## src/rtl/rst_mon_if.sv

```systemverilog
// Observed-reset input and status outputs of the reset monitor.
// master: drives the observed reset and reads status; slave: the monitor itself.
interface rst_mon_if #(
  parameter int unsigned CNT_W = 16
) ();
  logic             obs_rst_ni;
  logic [CNT_W-1:0] rst_len_o;
  logic [CNT_W-1:0] run_cyc_o;
  logic [7:0]       rst_cnt_o;
  logic             rel_pulse_o;
  logic             in_rst_o;
  logic             err_short_o;
  logic             err_timeout_o;

  modport master (
    output obs_rst_ni,
    input  rst_len_o,
    input  run_cyc_o,
    input  rst_cnt_o,
    input  rel_pulse_o,
    input  in_rst_o,
    input  err_short_o,
    input  err_timeout_o
  );

  modport slave (
    input  obs_rst_ni,
    output rst_len_o,
    output run_cyc_o,
    output rst_cnt_o,
    output rel_pulse_o,
    output in_rst_o,
    output err_short_o,
    output err_timeout_o
  );
endinterface

```

## src/rtl/rst_mon.sv

```systemverilog
// Reset monitor: measures each assertion of a foreign reset and flags short assertions.
// Define RST_MON_TIMEOUT_EN to also flag assertions longer than TIMEOUT_CYCLES.
module rst_mon #(
  parameter int unsigned MIN_RST_CYCLES = 5,
  parameter int unsigned CNT_W          = 16,
  parameter int unsigned TIMEOUT_CYCLES = 1000
) (
  input logic      clk_i,
  input logic      rst_ni,
  rst_mon_if.slave mon_if
);

  typedef enum logic [1:0] {StInRst, StRun, StErr} state_e;

  state_e           state_q, state_d;
  logic             sync1_q, sync2_q, obs_s;
  logic [CNT_W-1:0] len_cnt_q, len_cnt_d;
  logic [CNT_W-1:0] rst_len_q, rst_len_d;
  logic [CNT_W-1:0] run_cyc_q, run_cyc_d;
  logic [7:0]       rst_cnt_q, rst_cnt_d;
  logic             rel_pulse_q, rel_pulse_d;
  logic             in_rst_q, in_rst_d;
  logic             err_short_q, err_short_d;
  logic [31:0]      len_ext;
  logic             release_ok, timeout_hit;

  // Synchronizer resets to 0 so the observed reset reads as asserted until seen released.
  always_ff @(posedge clk_i or negedge rst_ni) begin
    if (!rst_ni) begin
      sync1_q <= 1'b0;
      sync2_q <= 1'b0;
    end else begin
      sync1_q <= mon_if.obs_rst_ni;
      sync2_q <= sync1_q;
    end
  end

  assign obs_s      = sync2_q;
  assign len_ext    = 32'(len_cnt_q);
  assign release_ok = (len_ext >= MIN_RST_CYCLES);

`ifdef RST_MON_TIMEOUT_EN
  logic err_timeout_q, err_timeout_d;

  assign timeout_hit = (len_ext >= TIMEOUT_CYCLES);

  always_comb begin
    err_timeout_d = err_timeout_q | ((state_q == StInRst) && timeout_hit);
  end

  always_ff @(posedge clk_i or negedge rst_ni) begin
    if (!rst_ni) begin
      err_timeout_q <= 1'b0;
    end else begin
      err_timeout_q <= err_timeout_d;
    end
  end

  assign mon_if.err_timeout_o = err_timeout_q;
`else
  assign timeout_hit          = 1'b0;
  assign mon_if.err_timeout_o = 1'b0;
`endif

  always_ff @(posedge clk_i or negedge rst_ni) begin
    if (!rst_ni) begin
      state_q <= StInRst;
    end else begin
      state_q <= state_d;
    end
  end

  always_comb begin
    state_d = state_q;
    case (state_q)
      StInRst: begin
        if (obs_s) begin
          state_d = release_ok ? StRun : StErr;
        end
        // A timeout wins over a release seen on the same edge.
        if (timeout_hit) begin
          state_d = StErr;
        end
      end
      StRun: begin
        if (!obs_s) begin
          state_d = StInRst;
        end
      end
      StErr:   state_d = StErr;
      default: state_d = StInRst;
    endcase
  end

  always_comb begin
    len_cnt_d   = len_cnt_q;
    rst_len_d   = rst_len_q;
    run_cyc_d   = run_cyc_q;
    rst_cnt_d   = rst_cnt_q;
    rel_pulse_d = 1'b0;
    err_short_d = err_short_q;
    in_rst_d    = (state_d == StInRst);
    case (state_q)
      StInRst: begin
        if (state_d == StRun) begin
          rst_len_d   = len_cnt_q;
          rst_cnt_d   = (rst_cnt_q == 8'hFF) ? rst_cnt_q : rst_cnt_q + 8'd1;
          run_cyc_d   = '0;
          rel_pulse_d = 1'b1;
        end else if (state_d == StErr) begin
          if (!timeout_hit) begin
            rst_len_d   = len_cnt_q;
            err_short_d = 1'b1;
          end
        end else if (len_cnt_q != '1) begin
          len_cnt_d = len_cnt_q + 1'b1;
        end
      end
      StRun: begin
        if (obs_s) begin
          if (run_cyc_q != '1) begin
            run_cyc_d = run_cyc_q + 1'b1;
          end
        end else begin
          // The edge that first sees the assertion counts as its first cycle.
          len_cnt_d = CNT_W'(1);
        end
      end
      default: ;
    endcase
  end

  always_ff @(posedge clk_i or negedge rst_ni) begin
    if (!rst_ni) begin
      len_cnt_q   <= '0;
      rst_len_q   <= '0;
      run_cyc_q   <= '0;
      rst_cnt_q   <= '0;
      rel_pulse_q <= 1'b0;
      in_rst_q    <= 1'b1;
      err_short_q <= 1'b0;
    end else begin
      len_cnt_q   <= len_cnt_d;
      rst_len_q   <= rst_len_d;
      run_cyc_q   <= run_cyc_d;
      rst_cnt_q   <= rst_cnt_d;
      rel_pulse_q <= rel_pulse_d;
      in_rst_q    <= in_rst_d;
      err_short_q <= err_short_d;
    end
  end

  assign mon_if.rst_len_o   = rst_len_q;
  assign mon_if.run_cyc_o   = run_cyc_q;
  assign mon_if.rst_cnt_o   = rst_cnt_q;
  assign mon_if.rel_pulse_o = rel_pulse_q;
  assign mon_if.in_rst_o    = in_rst_q;
  assign mon_if.err_short_o = err_short_q;

endmodule

```

## src/flat_wrapper.sv

```systemverilog
// flat-port wrapper written by rule: the top's interface ports become plain ports
module rst_mon_flat 
#(
  parameter int unsigned MIN_RST_CYCLES = 5,
  parameter int unsigned CNT_W          = 16,
  parameter int unsigned TIMEOUT_CYCLES = 1000
)
  (clk_i, rst_ni, mon_if_obs_rst_ni, mon_if_rst_len_o, mon_if_run_cyc_o, mon_if_rst_cnt_o, mon_if_rel_pulse_o, mon_if_in_rst_o, mon_if_err_short_o, mon_if_err_timeout_o);
  rst_mon_if #(.CNT_W(CNT_W)) mon_if_i ();
  input logic clk_i;
  input logic rst_ni;
  input wire logic [$bits(mon_if_i.obs_rst_ni)-1:0] mon_if_obs_rst_ni;
  output wire logic [$bits(mon_if_i.rst_len_o)-1:0] mon_if_rst_len_o;
  output wire logic [$bits(mon_if_i.run_cyc_o)-1:0] mon_if_run_cyc_o;
  output wire logic [$bits(mon_if_i.rst_cnt_o)-1:0] mon_if_rst_cnt_o;
  output wire logic [$bits(mon_if_i.rel_pulse_o)-1:0] mon_if_rel_pulse_o;
  output wire logic [$bits(mon_if_i.in_rst_o)-1:0] mon_if_in_rst_o;
  output wire logic [$bits(mon_if_i.err_short_o)-1:0] mon_if_err_short_o;
  output wire logic [$bits(mon_if_i.err_timeout_o)-1:0] mon_if_err_timeout_o;
  assign mon_if_i.obs_rst_ni = mon_if_obs_rst_ni;
  assign mon_if_rst_len_o = mon_if_i.rst_len_o;
  assign mon_if_run_cyc_o = mon_if_i.run_cyc_o;
  assign mon_if_rst_cnt_o = mon_if_i.rst_cnt_o;
  assign mon_if_rel_pulse_o = mon_if_i.rel_pulse_o;
  assign mon_if_in_rst_o = mon_if_i.in_rst_o;
  assign mon_if_err_short_o = mon_if_i.err_short_o;
  assign mon_if_err_timeout_o = mon_if_i.err_timeout_o;
  rst_mon #(.MIN_RST_CYCLES(MIN_RST_CYCLES), .CNT_W(CNT_W), .TIMEOUT_CYCLES(TIMEOUT_CYCLES)) u_core (.clk_i(clk_i), .rst_ni(rst_ni), .mon_if(mon_if_i));
endmodule
```

## config.mk

```make
export PLATFORM = sky130hd
export DESIGN_NAME = rst_mon_flat
export DESIGN_NICKNAME = d
export VERILOG_FILES = /design/src/rtl/rst_mon_if.sv /design/src/rtl/rst_mon.sv /design/src/flat_wrapper.sv
export SDC_FILE = /design/constraint.sdc
export NUM_CORES = 1
export LEC_CHECK = 0
export ABC_CLOCK_PERIOD_IN_PS = 4500
export BUFFER_PORTS_ARGS = -buffer_cell sky130_fd_sc_hd__buf_4
export CELL_PAD_IN_SITES_DETAIL_PLACEMENT = 0
export CELL_PAD_IN_SITES_GLOBAL_PLACEMENT = 1
export CORE_MARGIN = 2
export CORE_UTILIZATION = 30
export DETAILED_ROUTE_END_ITERATION = 10
export PLACE_DENSITY_LB_ADDON = 0.1
export SLEW_MARGIN = 20
export SYNTH_ARGS = -nofsm -noshare
export SYNTH_HDL_FRONTEND = slang
export SYNTH_SLANG_ARGS = --single-unit
```

## constraint.sdc

```tcl
create_clock -name clk_i -period 4.5 [get_ports clk_i]
set_input_delay 0.45 -clock clk_i [delete_from_list [all_inputs] [get_ports clk_i]]
set_output_delay 0.45 -clock clk_i [all_outputs]
set_load 0.05 [all_outputs]
```

==> results.cfg, run 1 <==
[grt]
grt-ovfl-total = 0
grt_max_degree = 64
grt_pass1_vias = 2486
grt_pass1_wl_um = 13100
grt_usage_pct = 14.4
grt_antenna_before_repair = 0

[cts]
h-tree-depth = 3
cts_root_buf = clkbuf_8
cts_setup_buffers = 0
hold_buffers = 0
cts_tree = done
cts.path.max_buffers = 2
path_clk_slew_ps = 80
clock_sinks = 63
insertion_delay_ps = 350
cts-resized-gates = 0
cts_buffers = 9

[pwr]
p_int_uw = 937
vdd_ir_drop_max_uv = 228
total_power_mw = 1.20
p_seq_share_pct = 48.3
netSwitchingPower_uw = 261
p_comb_share_pct = 3.6
power_density_nw_per_um2 = 300
p_leak_nw = 1.84
pwr-share-clk_pct = 48.1
p_sw_share_pct = 21.8

[yosys]
async_flop_share_pct = 100
syn_nets = 323
syn_inst = 312
synth_area_per_cell_sq_um = 10.5
synth-seq-cells = 63
ys_warn_count = 0
synthFlopType = dfrtp_1
synth.distinct_cells = 54
syn_area_sq_um = 3290
synth_edf_count = 0
ys_seq_area_share_pct = 48.0

[setup_path]
path_class = flop to flop
cp_cell_sequence = nor4_1 -> nand4_1 -> a21oi_1 -> a22oi_1 -> ha_1 -> nor4_1 -> o2111ai_1 -> a2111oi_0 -> mux2i_1
worstReg2RegStart = u_core.len_cnt_q[14]
path_max_fanout = 8
critPathCaptureType = flop
crit_path_top_delay_cell = a2111oi_0
crit_path_frequent_cell = nor4_1
worst_path_largest_cell_delay_ps = 620
cp.arrival_ps = 3510
cp.required_ps = 4780
crit_path_start_kind = flop
crit_start = u_core.len_cnt_q[14]

[floorplanning]
die_w_um = 109
die_area_sq_um = 11800
rows = 38
start_util_pct = 30.6
top_level_ports = 47
die_y_um = 109
core_sq_um = 10700

[final_layout]
antennaDiodeCount = 0
finalNetCount = 369
fillers = 1119
final_cell_mix = dfrtp_1 (62), buf_4 (47), nand2_1 (34)
drive_gt1_share_pct = 24.6
area_growth_pct = 21.3
final_util_pct = 37.1
final_common_cell = dfrtp_1

[route]
first_pass_iters = 4
finalWirelength_um = 7860
detail_route.wl_per_cell_um = 15.7
ant_nets = 0
viasPerCell = 5.11
post-route-drc-count = 0
drt_iter0_drc = 85
num_vias = 2565

[place]
hpwl_um = 5400
portBuffers = 45
finalWeightedCongestion = 0.751

[timing]
grt_setup_unrepaired = false
finalHoldViolCount = 0
fin_crit_sh_pct = 72.0
drv_slew = 0
fin_worst_skew_ps = 18.4
fmax_mhz = 309
worst_pin_slew_ps = 819
fin_tns_setup_ps = 0
slew_headroom_pct = 45.4
post-route-min-period_ps = 3240
setup_viol = 0

[job]
max_cap_viol_count = 0

[outcome]
status = complete, no violations

[hold_path]
hold_path.class = primary input to asynchronous set/reset pin
area by class of cell:
type	count	area, sq um	area share [%]
Timing Repair Buffer	47	353	8.85
Tap cell	140	175	4.39
Multi-Input combinational cell	228	1620	40.6
Clock buffer	12	165	4.14
Sequential cell	63	1580	39.6
Clock inverter	3	65.1	1.63
Inverter	9	33.8	0.847
state kept, by name, indices dropped and copies added, names as in the netlist:
signal,flops
u_core.mon_if.err_short_o,1
u_core.state_q,2
u_core.mon_if.in_rst_o,1
u_core.mon_if.rst_cnt_o,8
u_core.sync1_q,1
u_core.obs_s,1
u_core.len_cnt_q,16
u_core.mon_if.rst_len_o,16
u_core.mon_if.run_cyc_o,16
u_core.mon_if.rel_pulse_o,1
per-layer routing:
layer,up-vias,part of all wire [%],track usage [%]
li1,1256,-,-
met1,1264,50,19.8
met2,38,46,22.0
met3,7,3.3,4.06
met4,0,1.1,4.49
met5,-,0,0
cell usage after synthesis (all sizes together), types with 2 or more instances:
cell type	instances	area, sq um
a211oi	12	90.1
nor4	5	31.3
nor4b	2	17.5
xor2	4	35.0
o21ai	8	40.0
and3	8	50.1
o211ai	2	15.0
clkbuf	6	22.5
mux2i	17	170
nand3b	2	15.0
nand3	13	65.1
o31ai	3	22.5
o2111ai	2	17.5
dfrtp	62	1550
inv	9	33.8
and2	4	25.0
nand2b	13	81.3
nand2	34	128
nor2	5	18.8
or3	2	12.5
and4	4	35.0
or4	7	56.3
nor3	4	20.0
nand4	11	68.8
nor3b	3	33.8
a2111oi	3	26.3
a41o	2	20.0
buf	6	36.3
ha	8	100
mux2	18	203
o41ai	2	17.5
xnor2	3	26.3
or3b	3	26.3
a21oi	12	60.1
worst paths after layout:
| path | to | slack (ps) | cells after the start |
|---|---|---|---|
| setup / recovery | u_core.len_cnt_q[13] | 1260 | 9 |
| hold / removal | u_core.mon_if.rst_len_o[3] | 200 | 1 |
| setup reg to reg | u_core.len_cnt_q[13] | 1260 | 9 |
| hold reg to reg | u_core.obs_s | 360 | 0 |
| max in group asynchronous | u_core.mon_if.run_cyc_o[8] | 3770 | 1 |
| min in group clk_i | u_core.sync1_q | 220 | 1 |
power by group through the flow:
stage / logic, mW / registers [mW] / clock network, mW
6_report: 0.0432 / 0.578 / 0.577
5_1_grt: 0.0483 / 0.580 / 0.622
4_1_cts: 0.0451 / 0.579 / 0.602
3_5_place_dp: 0.0449 / 0.590 / 0
3_3_place_gp: 0.0447 / 0.589 / 0
2_1_floorplan: 0.0115 / 0.600 / 0
logic make-up (layout without fill, tap and decap cells):
group / Yosys count / in the layout / synth area share (%)
buffers and inverters: 21 / 71 / 2.81
AOI/OAI and AO/OA: 54 / 54 / 11.3
and+or+nand+nor: 123 / 123 / 21.5
DFF: 63 / 63 / 48.0
adders and majority gates: 8 / 8 / 3.04
xor gates and xnor gates: 7 / 7 / 1.86
muxes: 35 / 35 / 11.3
other: 1 / 1 / 0.114
through the flow:
stage	hold WS [ps]	worst slack [ps]	area [sq um]	instances
after floorplan	154	1630	3290	312
after CTS	201	1160	3990	502
final	203	1260	3990	502
after global routing	202	873	3990	502
after detailed placement	338	1180	3760	487
after global placement	343	1340	3760	487
worst max-delay path, delay by kind of cell, from the launching register on:
| family | cells | cell delay [ps] |
|---|---|---|
| AO/OA/AOI/OAI | 4 | 1390 |
| adder cells (fa/ha/maj) | 1 | 240 |
| flip-flops | 1 | 430 |
| multiplexers | 1 | 250 |
| AND/OR/NAND/NOR | 3 | 850 |
Power figures use the tool's default switching activity.
==> run 2, diff against run 1 <==
--- a/config.mk
+++ b/config.mk
@@ -5,7 +5,7 @@
 export SDC_FILE = /design/constraint.sdc
 export NUM_CORES = 1
 export LEC_CHECK = 0
-export ABC_CLOCK_PERIOD_IN_PS = 4500
+export ABC_CLOCK_PERIOD_IN_PS = 3000
 export BUFFER_PORTS_ARGS = -buffer_cell sky130_fd_sc_hd__buf_4
 export CELL_PAD_IN_SITES_DETAIL_PLACEMENT = 0
 export CELL_PAD_IN_SITES_GLOBAL_PLACEMENT = 1
==> constraint.sdc (replaced) <==
create_clock -name clk_i -period 3 [get_ports clk_i]
set_input_delay 0.3 -clock clk_i [delete_from_list [all_inputs] [get_ports clk_i]]
set_output_delay 0.3 -clock clk_i [all_outputs]
set_load 0.05 [all_outputs]
==> run 2 against run 1 <==
- largest cell class unchanged
- wire length is 8.6% higher
- die area stayed put
- global-route usage is 0.97 points higher
- sequential power is 49% higher
- non-clock buffer count is 40 higher
- clock skew is 6.2 ps lower
- count of clock-buffer cells in the layout is 2 higher
- fmax is 8.7% higher
- worst hold slack worse by 160 ps
- clock power is 55% higher
==> results.cfg, run 2 (synthesis gave the netlist of run 1 again) <==
[cts]
cts.path.max_buffers = 2
cts_tree = done
path_clk_slew_ps = 70
hold_buffers = 0
h-tree-depth = 3
insertion_delay_ps = 350
cts_root_buf = clkbuf_8
clock_sinks = 63
cts_buffers = 9

[setup_path]
crit_buf_inv = 2
crit_family = simple AND/OR/NAND/NOR gates
crit_path_top_delay_cell = or4_4
critPathCaptureType = flop
ff2ff_setup_slack_ps = 20
worst_path_largest_cell_delay_ps = 490
path_class = flop to flop
crit_path_start_kind = flop
cp.required_ps = 3260
cp_cell_sequence = inv_2 -> ha_1 -> nand2b_4 -> a21oi_4 -> or3b_4 -> ha_4 -> buf_4 -> or4_4 -> a211o_4 -> or4_1 -> a21oi_1
path_max_fanout = 7
cp.arrival_ps = 3240

[timing]
fmax_mhz = 336
grt_setup_unrepaired = true
finalHoldViolCount = 0
drv_slew = 0
post-route-min-period_ps = 2980
fin_tns_setup_ps = 0
setup_ws_ps = 19.9
worst_pin_slew_ps = 844
slew_headroom_pct = 43.8
fin_worst_skew_ps = 12.2
fin_crit_sh_pct = 99.3
setup_viol = 0

[route]
num_vias = 2752
ant_nets = 0
detail_route.wl_per_cell_um = 15.7
viasPerCell = 5.07
finalWirelength_um = 8540
first_pass_iters = 4
drt_iter0_drc = 72
post-route-drc-count = 0

[grt]
grt_antenna_before_repair = 0
grt-ovfl-total = 0
grt_max_degree = 64
grt_pass1_vias = 2713
grt_pass1_wl_um = 14000
grt_usage_pct = 15.4

[floorplanning]
top_level_ports = 47
core_sq_um = 10700
rows = 38
start_util_pct = 30.6
die_w_um = 109
die_y_um = 109
die_area_sq_um = 11800

[hold_path]
hold_path.class = primary input to asynchronous set/reset pin

[final_layout]
final_common_cell = buf_4
drive_gt1_share_pct = 36.7
stdcell_count = 543
antennaDiodeCount = 0
finalNetCount = 409
area_growth_pct = 36.4
final_cell_mix = buf_4 (85), dfrtp_1 (62), nand2_1 (34)

[outcome]
status = complete, no violations

[place]
finalWeightedCongestion = 0.800
portBuffers = 45
dp_cells = 522
dp_slack_ps = -372
hpwl_um = 5880

[pwr]
vdd_ir_drop_max_uv = 234
power_density_nw_per_um2 = 411
p_leak_nw = 2.08

[job]
max_cap_viol_count = 0
-- run 2: repair_timing --
item / in CTS / in global routing
resized for setup: 19 / 15
setup buffers: 1 / 4
pin swaps: 6 / 6
endpoints found under the setup margin: 11 / 9
-- run 2: final timing paths --
path,start,end,depth (start not counted)
min in group clk_i,mon_if_obs_rst_ni,u_core.sync1_q,1
max reg2reg,u_core.len_cnt_q[1],u_core.len_cnt_q[14],11
min,rst_ni,u_core.mon_if.rst_len_o[0],1
min reg2reg,u_core.sync1_q,u_core.obs_s,0
max,u_core.len_cnt_q[1],u_core.len_cnt_q[14],11
max in group asynchronous,rst_ni,u_core.mon_if.rst_len_o[5],1
-- run 2: area by class of cell --
type                    instances  area [sq um]
fillers                      1102          6260
multi-input cells             228          1800
flip-flops and latches         63          1580
repair buffers                 87           661
clock buffers                  14           183
well taps                     140           175
clock inverters                 2          60.1
inverters                       9          33.8
-- run 2: metrics by stage --
step,utilization [%],cell area [sq um],hold slack (ps),power [mW]
after floorplan,-,3290,4.41,0.918
after global placement,37.4,4020,348,0.956
after detailed placement,37.4,4020,347,0.957
after CTS,40.6,4360,47.9,1.87
after global routing,41.8,4490,41.8,1.92
final,41.8,4490,39.3,1.84
-- run 2: metal layers --
layer	vias up	global-route usage (%)	share of wire, %	routed length [um]
met5	-	0	0	0
met4	0	5.22	1.6	138
met3	10	3.47	2.8	239
met2	43	24.4	47	4020
met1	1363	20.7	48	4140
li1	1336	-	-	-
-- run 2: power by group --
| part | leakage [nW] | internal (mW) | switching [mW] |
|---|---|---|---|
| combinational | 1.10 | 0.0260 | 0.0565 |
| sequential | 0.854 | 0.859 | 0.00570 |
| clock | 0.123 | 0.560 | 0.337 |
| total | 2.08 | 1.44 | 0.399 |
==> run 3, diff against run 2 <==
--- a/config.mk
+++ b/config.mk
@@ -12,6 +12,7 @@
 export CORE_MARGIN = 2
 export CORE_UTILIZATION = 30
 export DETAILED_ROUTE_END_ITERATION = 10
+export HOLD_SLACK_MARGIN = 0.03
 export PLACE_DENSITY_LB_ADDON = 0.1
 export SLEW_MARGIN = 20
 export SYNTH_ARGS = -nofsm -noshare
==> constraint.sdc (replaced) <==
create_clock -name clk_i -period 3 [get_ports clk_i]
set_input_delay 0.15 -clock clk_i [delete_from_list [all_inputs] [get_ports clk_i]]
set_output_delay 0.15 -clock clk_i [all_outputs]
set_load 0.05 [all_outputs]
==> run 3 against run 2 <==
- combinational power up 2.7%
- critical path depth stayed put
- total power increased by 0.12%
- sequential power is essentially flat
- first-iteration DRC count grew 13%
- global-route usage about the same
- final cell count up 0.37%
- cell area increased by 0.45%
- register-to-register slack barely moved
- utilization grew 0.19 points
- critical path type unchanged
- largest power group unchanged
==> results.cfg, run 3 (synthesis gave the netlist of run 1 again) <==
[outcome]
status = complete, no violations

[place]
postPlaceCellArea_sq_um = 4020
portBuffers = 45
dp_cells = 522
finalWeightedCongestion = 0.800
hpwl_um = 5880

[pwr]
netSwitchingPower_uw = 400
vdd_ir_drop_max_uv = 234
p_int_mw = 1.45
p_leak_nw = 2.09
power_density_nw_per_um2 = 410
p_seq_share_pct = 46.8
p_comb_share_pct = 4.6
pwr-share-clk_pct = 48.6
p_sw_share_pct = 21.7

[timing]
fin_worst_skew_ps = 12.6
worst_pin_slew_ps = 848
fin_crit_sh_pct = 99.4
post-route-min-period_ps = 2980
fmax_mhz = 335
slew_headroom_pct = 43.5
finalHoldViolCount = 0
grt_setup_unrepaired = true
drv_slew = 0
fin_hold_ws_ps = 356
fin_tns_setup_ps = 0
setup_viol = 0

[route]
detail_route.wl_per_cell_um = 15.7
first_pass_iters = 4
ant_nets = 0
num_vias = 2761
finalWirelength_um = 8560
post-route-drc-count = 0
viasPerCell = 5.07
drt_iter0_drc = 81

[final_layout]
drive_gt1_share_pct = 36.5
final_cell_mix = buf_4 (85), dfrtp_1 (62), nand2_1 (34)
area_growth_pct = 37.0
multi_input_area_sq_um = 1800
finalNetCount = 411
ff_latch_area_sq_um = 1580
fin_area_sq_um = 4510
fillers = 1100
antennaDiodeCount = 0
final_common_cell = buf_4
final_util_pct = 42.0
stdcell_count = 545

[floorplanning]
rows = 38
core_sq_um = 10700
start_util_pct = 30.6
die_w_um = 109
die_area_sq_um = 11800
top_level_ports = 47
die_y_um = 109

[setup_path]
worstReg2RegStart = u_core.len_cnt_q[1]
cp_cell_sequence = inv_2 -> ha_1 -> nand2b_4 -> a21oi_4 -> or3b_4 -> ha_4 -> buf_4 -> or4_4 -> a211o_4 -> or4_1 -> a21oi_1
cp.required_ps = 3260
critPathCaptureType = flop
worst_path_largest_cell_delay_ps = 490
path_class = flop to flop
crit_path_start_kind = flop
crit_path_top_delay_cell = or4_4
cp.arrival_ps = 3240
path_max_fanout = 7
crit_start = u_core.len_cnt_q[1]

[grt]
grt_antenna_before_repair = 0
grt_pass1_vias = 2713
grt_pass1_wl_um = 14000
grt_usage_pct = 15.4
grt_max_degree = 64
grt-ovfl-total = 0

[job]
max_cap_viol_count = 0

[hold_path]
hp-start = u_core.sync1_q
hold_path.class = flop to flop

[cts]
cts_root_buf = clkbuf_8
clock_sinks = 63
cts.path.max_buffers = 2
h-tree-depth = 3
cts_tree = done
insertion_delay_ps = 350
cts_buffers = 9
path_clk_slew_ps = 70
==> run 3: changes by cell type in the layout (fill, tap and decap cells not counted) <==
| cell | change |
|---|---|
| dlygate4sd3_1 | +2 |
==> run 3: final cells by class <==
cell class / instances / area share [%]
clock inverter: 2 / 1.33
sequential: 63 / 35.0
inverter: 9 / 0.749
clock buffer: 14 / 4.05
multi-input combinational: 228 / 39.9
timing repair buffer: 89 / 15.1
tap: 140 / 3.89
==> run 3: timing repair <==
| action | CTS | global route |
|---|---|---|
| gates resized for setup | 19 | 15 |
| hold endpoints to repair | 63 | 0 |
| setup buffers | 1 | 4 |
| pin swaps | 6 | 6 |
| setup endpoints to repair | 11 | 9 |
| hold buffers | 2 | 0 |
==> run 3: power by group through the flow <==
stage | Sequential, mW | Combinational [mW] | Clock [mW]
6_report | 0.864 | 0.0846 | 0.897
2_1_floorplan | 0.901 | 0.0172 | 0
3_3_place_gp | 0.880 | 0.0757 | 0
5_1_grt | 0.865 | 0.0933 | 0.959
3_5_place_dp | 0.880 | 0.0764 | 0
4_1_cts | 0.864 | 0.0827 | 0.930
==> run 3: path summary, 6_finish.rpt <==
kind	endpoint	slack [ps]	cells after the start
worst max register to register	u_core.len_cnt_q[14]	20	11
worst min register to register	u_core.obs_s	360	0
min in group asynchronous	u_core.mon_if.rst_len_o[0]	440	2
worst min-delay path	u_core.obs_s	360	0
worst max-delay path	u_core.len_cnt_q[14]	20	11
max in group asynchronous	u_core.mon_if.rst_len_o[5]	1990	2
==> run 3: per-stage QoR <==
step / total power [mW] / setup slack [ps]
after global routing: 1.92 / -47.8
after global placement: 0.956 / -320
after CTS: 1.88 / 2.01
final: 1.85 / 19.3
after floorplan: 0.918 / 126
after detailed placement: 0.957 / -372
==> run 3: routing by layer <==
layer  wire [um]  up-vias  track usage (%)
li1            -     1341                -
met1        4160     1367             20.7
met2        4030       42             24.4
met3         226       11             3.41
met4         135        0             5.22
met5           0        -                0
==> run 3: worst max-delay path: cells and delay by family, from the launching register on <==
kind                       cells  cell delay [ps]
DFF                            1              390
adders and majority gates      2              310
buffers and inverters          2              210
AOI/OAI and AO/OA              3              580
and+or+nand+nor                4             1420
